===== src/rtl/fix2sfp_pipe.sv =====
// Multi-lane 3-stage converter from two's-complement fixed-point sums to SFP {sign|exp|mant},
// with optional round-to-nearest-even, exponent saturation flags and a valid/ready handshake.
module fix2sfp_pipe #(
    parameter int expWidth   = 4,
    parameter int sigWidth   = 4,
    parameter int low_expand = 2,
    parameter int LANES      = 4,
    parameter int ROUND_EN   = 1,
    localparam int FIX_W       = sigWidth + 4 + low_expand,
    localparam int formatWidth = 1 + expWidth + sigWidth
) (
    input  logic                         clk,
    input  logic                         rst,
    input  logic                         in_valid,
    output logic                         in_ready,
    input  logic [LANES*FIX_W-1:0]       fixin,
    input  logic [LANES*expWidth-1:0]    max_exp,
    output logic                         out_valid,
    input  logic                         out_ready,
    output logic [LANES*formatWidth-1:0] sfpout,
    output logic [LANES-1:0]             ovf_flag,
    output logic [LANES-1:0]             unf_flag,
    input  logic                         clr_flags
);

    localparam int L_W = $clog2(FIX_W);
    localparam int E_W = expWidth + 2;
    localparam logic signed [E_W-1:0] EXP_MAX  = E_W'((1 << expWidth) - 1);
    localparam logic signed [E_W-1:0] EOFF_BIAS = E_W'(sigWidth - 1 + low_expand);

    typedef struct packed {
        logic                sign;
        logic                zero;
        logic [FIX_W-1:0]    mag;
        logic [expWidth-1:0] max_exp;
    } s1_t;

    typedef struct packed {
        logic                  sign;
        logic                  zero;
        logic [sigWidth-1:0]   mant;
        logic                  guard;
        logic                  sticky;
        logic signed [E_W-1:0] eoff;
        logic [expWidth-1:0]   max_exp;
    } s2_t;

    logic adv;
    logic s1_valid_d, s1_valid_q;
    logic s2_valid_d, s2_valid_q;
    logic out_valid_d, out_valid_q;

    // The whole pipeline moves as one; only a stalled, occupied output register blocks it.
    assign adv       = ~out_valid_q | out_ready;
    assign in_ready  = adv;
    assign out_valid = out_valid_q;

    always_comb begin
        // NOTE: every combinational output gets a default first so no path can infer a latch.
        s1_valid_d  = s1_valid_q;
        s2_valid_d  = s2_valid_q;
        out_valid_d = out_valid_q;
        if (adv) begin
            s1_valid_d  = in_valid;
            s2_valid_d  = s1_valid_q;
            out_valid_d = s2_valid_q;
        end
    end

    always_ff @(posedge clk or posedge rst) begin
        // NOTE: state registers use non-blocking assignments so all flops update from pre-edge values.
        if (rst) begin
            s1_valid_q  <= 1'b0;
            s2_valid_q  <= 1'b0;
            out_valid_q <= 1'b0;
        end else begin
            s1_valid_q  <= s1_valid_d;
            s2_valid_q  <= s2_valid_d;
            out_valid_q <= out_valid_d;
        end
    end

    for (genvar g = 0; g < LANES; g++) begin : g_lane
        logic [FIX_W-1:0]       fix;
        logic [FIX_W-1:0]       fix_neg;
        s1_t                    s1_d, s1_q;
        s2_t                    s2_d, s2_q;
        logic [formatWidth-1:0] sfp_n, sfp_d, sfp_q;
        logic                   ovf_d, ovf_q, unf_d, unf_q;
        logic [L_W-1:0]         lead;
        logic [FIX_W-1:0]       norm;
        logic                   round_up;
        logic [sigWidth:0]      mant_rnd;
        logic [sigWidth-1:0]    mant_fin;
        logic signed [E_W-1:0]  eoff_adj;
        logic signed [E_W-1:0]  e;
        logic                   ovf_set, unf_set;

        assign fix     = fixin[g*FIX_W +: FIX_W];
        assign fix_neg = -fix;

        // S1: sign/magnitude split; the magnitude is unsigned so the most negative input is exact.
        always_comb begin
            s1_d = s1_q;
            if (adv) begin
                s1_d.sign    = fix[FIX_W-1];
                s1_d.zero    = (fix == '0);
                s1_d.mag     = fix[FIX_W-1] ? fix_neg : fix;
                s1_d.max_exp = max_exp[g*expWidth +: expWidth];
            end
        end

        // S2: normalise so the leading one sits at the MSB; zero-fill covers short magnitudes.
        always_comb begin
            lead = '0;
            for (int b = 0; b < FIX_W; b++) begin
                if (s1_q.mag[b]) lead = L_W'(b);
            end
            norm = s1_q.mag << (L_W'(FIX_W - 1) - lead);
            s2_d = s2_q;
            if (adv) begin
                s2_d.sign    = s1_q.sign;
                s2_d.zero    = s1_q.zero;
                s2_d.mant    = norm[FIX_W-1 -: sigWidth];
                s2_d.guard   = norm[FIX_W-1-sigWidth];
                s2_d.sticky  = |norm[FIX_W-2-sigWidth:0];
                s2_d.eoff    = E_W'(lead) - EOFF_BIAS;
                s2_d.max_exp = s1_q.max_exp;
            end
        end

        // S3: round, renormalise on carry, then place the exponent against the block exponent.
        always_comb begin
            round_up = (ROUND_EN != 0) && s2_q.guard && (s2_q.sticky || s2_q.mant[0]);
            mant_rnd = {1'b0, s2_q.mant} + {{sigWidth{1'b0}}, round_up};
            if (mant_rnd[sigWidth]) begin
                mant_fin = {1'b1, {(sigWidth-1){1'b0}}};
                eoff_adj = s2_q.eoff + E_W'(1);
            end else begin
                mant_fin = mant_rnd[sigWidth-1:0];
                eoff_adj = s2_q.eoff;
            end
            e       = $signed({2'b00, s2_q.max_exp}) + eoff_adj;
            ovf_set = 1'b0;
            unf_set = 1'b0;
            if (s2_q.zero) begin
                sfp_n = '0;
            end else if (e > EXP_MAX) begin
                sfp_n   = {s2_q.sign, {expWidth{1'b1}}, {sigWidth{1'b1}}};
                ovf_set = 1'b1;
            end else if (e[E_W-1]) begin
                sfp_n   = {s2_q.sign, {expWidth{1'b0}}, mant_fin};
                unf_set = 1'b1;
            end else begin
                sfp_n = {s2_q.sign, e[expWidth-1:0], mant_fin};
            end
            sfp_d = (adv && s2_valid_q) ? sfp_n : sfp_q;
            ovf_d = (ovf_q & ~clr_flags) | (adv & s2_valid_q & ovf_set);
            unf_d = (unf_q & ~clr_flags) | (adv & s2_valid_q & unf_set);
        end

        always_ff @(posedge clk or posedge rst) begin
            if (rst) begin
                s1_q  <= '0;
                s2_q  <= '0;
                sfp_q <= '0;
                ovf_q <= 1'b0;
                unf_q <= 1'b0;
            end else begin
                s1_q  <= s1_d;
                s2_q  <= s2_d;
                sfp_q <= sfp_d;
                ovf_q <= ovf_d;
                unf_q <= unf_d;
            end
        end

        assign sfpout[g*formatWidth +: formatWidth] = sfp_q;
        assign ovf_flag[g] = ovf_q;
        assign unf_flag[g] = unf_q;
    end

endmodule


===== config.mk =====
export PLATFORM = sky130hd
export DESIGN_NAME = fix2sfp_pipe
export DESIGN_NICKNAME = d
export VERILOG_FILES = /design/src/rtl/fix2sfp_pipe.sv
export SDC_FILE = /design/constraint.sdc
export NUM_CORES = 1
export LEC_CHECK = 0
export BUFFER_PORTS_ARGS = -buffer_cell sky130_fd_sc_hd__buf_2
export CAP_MARGIN = 20
export CELL_PAD_IN_SITES_DETAIL_PLACEMENT = 2
export CELL_PAD_IN_SITES_GLOBAL_PLACEMENT = 2
export CORE_ASPECT_RATIO = 0.7
export CORE_UTILIZATION = 39
export DETAILED_ROUTE_END_ITERATION = 10
export PLACE_DENSITY_LB_ADDON = 0.05
export SYNTH_ARGS = -nofsm -noshare
export SYNTH_HDL_FRONTEND = slang
export SYNTH_SLANG_ARGS = --single-unit

===== constraint.sdc =====
create_clock -name clk -period 7.5 [get_ports clk]
set_input_delay 0.375 -clock clk [delete_from_list [all_inputs] [get_ports clk]]
set_output_delay 0.375 -clock clk [all_outputs]
set_load 0.01 [all_outputs]

==> results summary <==
The Yosys warning count is 0. The count of pins on the block boundary came out at 107. In the synthesized netlist, the number of instances is 1326. The critical path goes through nor2b_4, buf_12, clkinv_2, nand2_2, buf_4, nor2_1, o2111ai_1, a21oi_1, a21o_1. The die height came out at 144 um.

The kind of cell with the highest combined delay along the critical path is buffers and inverters. The number of gates resized after cts is 0. The register area share after synthesis came out at 0.400. The initial core utilization came out at 0.400.

STA puts the critical path data arrival time at 4.14 ns. Counting instances in the post-synthesis netlist gives the leading cell types as nand2_1 (288), dfrtp_1 (179), o21ai_0 (111). The largest fanout on the critical path came out at 183.

The clock sink count is 179. The routability-driven placement congestion ratio came out at approximately 0.80. The detail-routed net length per standard cell came out at 20.0 um. The portion of total power attributed to combinational logic came out at 0.472. The area growth from synthesis to layout came out at 12.3%. The transition time at the pin with the least slew margin is between 0.9 and 1 ns. The setup total negative slack is 0 ns. For the worst-skew pair, the clock arrives at the later sink with an insertion delay of 0.46 ns. The largest net degree at the start of global routing is around 180. The clock transition at the register clock pins on the worst setup and hold paths after CTS came out at 0.07 ns. In this run the top signal layer used is met4.

The run finished with clean final reports. The routed length on met1 came out at around 19000 um. In the routed layout, each cell is associated on average with a via count of 5.56. Clock tree synthesis inserted a total of 17 buffers. The number of library cell types mapped by synthesis came out at 89. The area share of the largest cell type after synthesis is 0.400. Synthesis inferred roughly 180 register bits. In the final layout, the multi-input gates occupy 6140 um^2. The final-stage net count is approximately 1500. For this run, the top clock speed supported by timing is approximately 260 MHz. The type of origin of the critical path is a flop. After clock tree synthesis, the setup repair step added 0 buffers. The synthesized net count came out at 1439. The initial antenna violation count is 0. The areal power density over the cells came out at ~420 nW/um^2. The share of total power consumed by net switching is 0.446. Of all cell types, the one taking the most synthesized area is dfrtp_1. Across all layers, the routed design uses 9783 vias. Counting flops with an async set or reset pin after synthesis yields a share of 1.00. The worst setup path is captured at a flop. By area the synthesized netlist is led by dfrtp_1 (40%), nand2_1 (9.7%), ha_1 (5.4%). Max-cap violations in this run came to 0. The die area is 29400 um^2. For this run, the leading register cell type out of synthesis is dfrtp_1. The maximum count of clock buffers along a single path came out at 2. The detailed-routed wire length on met3 came out at 944 um. After layout, the design draws a total of approximately 5.3 mW.

In this run the worst hold path is classified as input port to async pin. The post-synthesis cell area is between 10000 and 15000 um^2. The critical path's largest stage delay is 0.76 ns. The core region is 28000 um^2. The width of the die is 204 um. The final wirelength came out at 35100 um.

The number of buffers inserted by port buffering is 106. The worst max-slew margin expressed relative to the limit came out at 0.330. The area taken by flip-flops and latches came out at 4480 um^2.

The most frequent cell after synthesis is nand2_1. The static leakage came out at 5.81 nW. The worst setup path is of the flop to flop kind. The internal power consumption came out at 2.92 mW. Setup repair after global routing left no endpoint under its margin. The CTS root buffer is clkbuf_16. The number of search-and-repair iterations in the first detailed-routing pass is 4.

The number of cell rows is 51. The number of remaining DRC errors came out at 0. The worst-path cell with the longest stage delay is clkinv_2. The switching power is between 2 and 2.5 mW. In this run the number of H-tree levels came out at 4. The average cell area after synthesis is 8.44 um^2. The hold buffer count at cts came out at 0. The starting DRC count in detailed routing came out at 419. The final critical delay including setup and external delays is 3.80 ns. The wire length of the first global-routing pass is 57600 um. The number of antenna diodes in the final layout is 0.

Fill cells in the final layout number 3174. The period utilization came out at 0.506. The fraction of layout instances using a drive strength above 1 came out at 0.128. The residual antenna-violating net count after detailed routing is 0. Detailed placement ended at an HPWL of 24900 um. The maximum vdd drop is 0.186 mV. The number of enable flip-flop cells after synthesis is 0.

The number of global-route vias before repair was 10400. The total global routing track utilization is 0.251. The required time of the worst setup path came out at 7.84 ns.

The amount of wire on met2 after detailed routing came out at 15200 um. For this run the aggregate overflow at the end of global routing stands at 0. The largest clock skew in the final design is 0.0152 ns. Setup violations remaining at the end of the flow were counted as 0. The number of hold violations in the final report came out at 0.

The total count of max-transition violations in the final report is 0. The share of total power in sequential cells is 0.330. The buffer and inverter count on the worst path is 3. The clock share of power is 0.198. TritonCTS built the clock tree.
layer usage:
layer  up-vias  GRT usage
met1      4953      0.374
li1       4686          -
met3        32     0.0336
met4         0     0.0738
met5         -          0
met2       112      0.375
power groups by stage:
| stage | sequential (mW) | clock [mW] | combinational (mW) |
|---|---|---|---|
| after floorplan | 1.60 | 0 | 1.79 |
| after global placement | 1.73 | 0 | 2.34 |
| after detailed placement | 1.74 | 0 | 2.46 |
| after CTS | 1.73 | 1.06 | 2.50 |
| after global routing | 1.79 | 1.09 | 2.79 |
| final | 1.74 | 1.04 | 2.49 |
area by class of cell:
cell class / count / area share
Inverter: 60 / 0.0186
Sequential cell: 179 / 0.356
Tap cell: 371 / 0.0369
Clock buffer: 22 / 0.0377
Multi-Input combinational cell: 1007 / 0.489
Clock inverter: 10 / 0.0153
Timing Repair Buffer: 111 / 0.0462
registers in the layout, indices dropped and copies added, names as in the netlist:
signal / count
s1_valid_q: 1
out_valid: 1
g_lane.sfp_q: 36
s2_valid_q: 1
g_lane.s1_q: 64
g_lane.unf_q: 4
g_lane.s2_q: 68
g_lane.ovf_q: 4
cell usage in the layout, fill, tap and decap left out, types with 4 or more instances in the layout:
cell and instances:
or3_1 6, a31oi_1 4, xnor2_1 35, nor3_1 19
nand4_1 11, mux2_2 8, a32oi_1 5, dfrtp_1 179
nor2b_1 25, nor2_1 79, o21a_1 10, clkbuf_16 17
mux2i_1 23, inv_1 55, ha_1 48, and3_1 7
nand2b_1 22, o22ai_1 4, o21ai_1 12, nand2_1 287
buf_2 106, and2_1 4, o32ai_1 8, or4_1 4
o21ai_0 111, buf_4 4, a211o_1 6, bufinv_16 5
o211ai_1 7, o221ai_1 7, nand3_1 22, a21o_1 11
fa_1 4, a21oi_1 74, a211oi_1 10, o41ai_1 8
xor2_1 33, o31ai_1 10
stage by stage:
step	setup slack (ns)	hold WS [ns]	cells	util	cell area [um^2]
after global placement	3.85	0.455	1728	0.425	11900
after floorplan	2.27	0.439	1326	-	11200
after detailed placement	3.73	0.463	1728	0.425	11900
after CTS	3.83	0.103	1760	0.449	12600
final	3.70	0.0545	1760	0.449	12600
after global routing	3.54	0.116	1760	0.449	12600
worst register-to-register path, delay by kind of cell (launching register included):
kind / cells / cell delay [ns]
buffers and inverters: 3 / 1.91
AOI/OAI and AO/OA: 3 / 0.47
and+or+nand+nor: 3 / 0.96
DFF: 1 / 0.34
path summary, 6_finish.rpt:
kind	startpoint	end	slack, ns	cells past startpoint
worst max-delay path	out_valid	g_lane[2].sfp_q[5]	3.70	9
worst min-delay path	rst	g_lane[3].s2_q[13]	0.05	2
worst max register to register	out_valid	g_lane[2].sfp_q[5]	3.70	9
worst min register to register	g_lane[2].s2_q[17]	g_lane[2].s2_q[17]	0.48	2
max in group asynchronous	rst	g_lane[1].s1_q[4]	5.98	3
min in group clk	max_exp[3]	g_lane[0].s1_q[3]	0.12	3
logic make-up after synthesis:
family	Yosys count	synth area share
AO/OA/AOI/OAI	338	0.194
multiplexers	32	0.0300
adder cells (fa/ha/maj)	52	0.0608
buffers and inverters	140	0.0520
AND/OR/NAND/NOR	516	0.208
XOR/XNOR	69	0.0552
flip-flops	179	0.400
(Power assumes the default switching activity.)
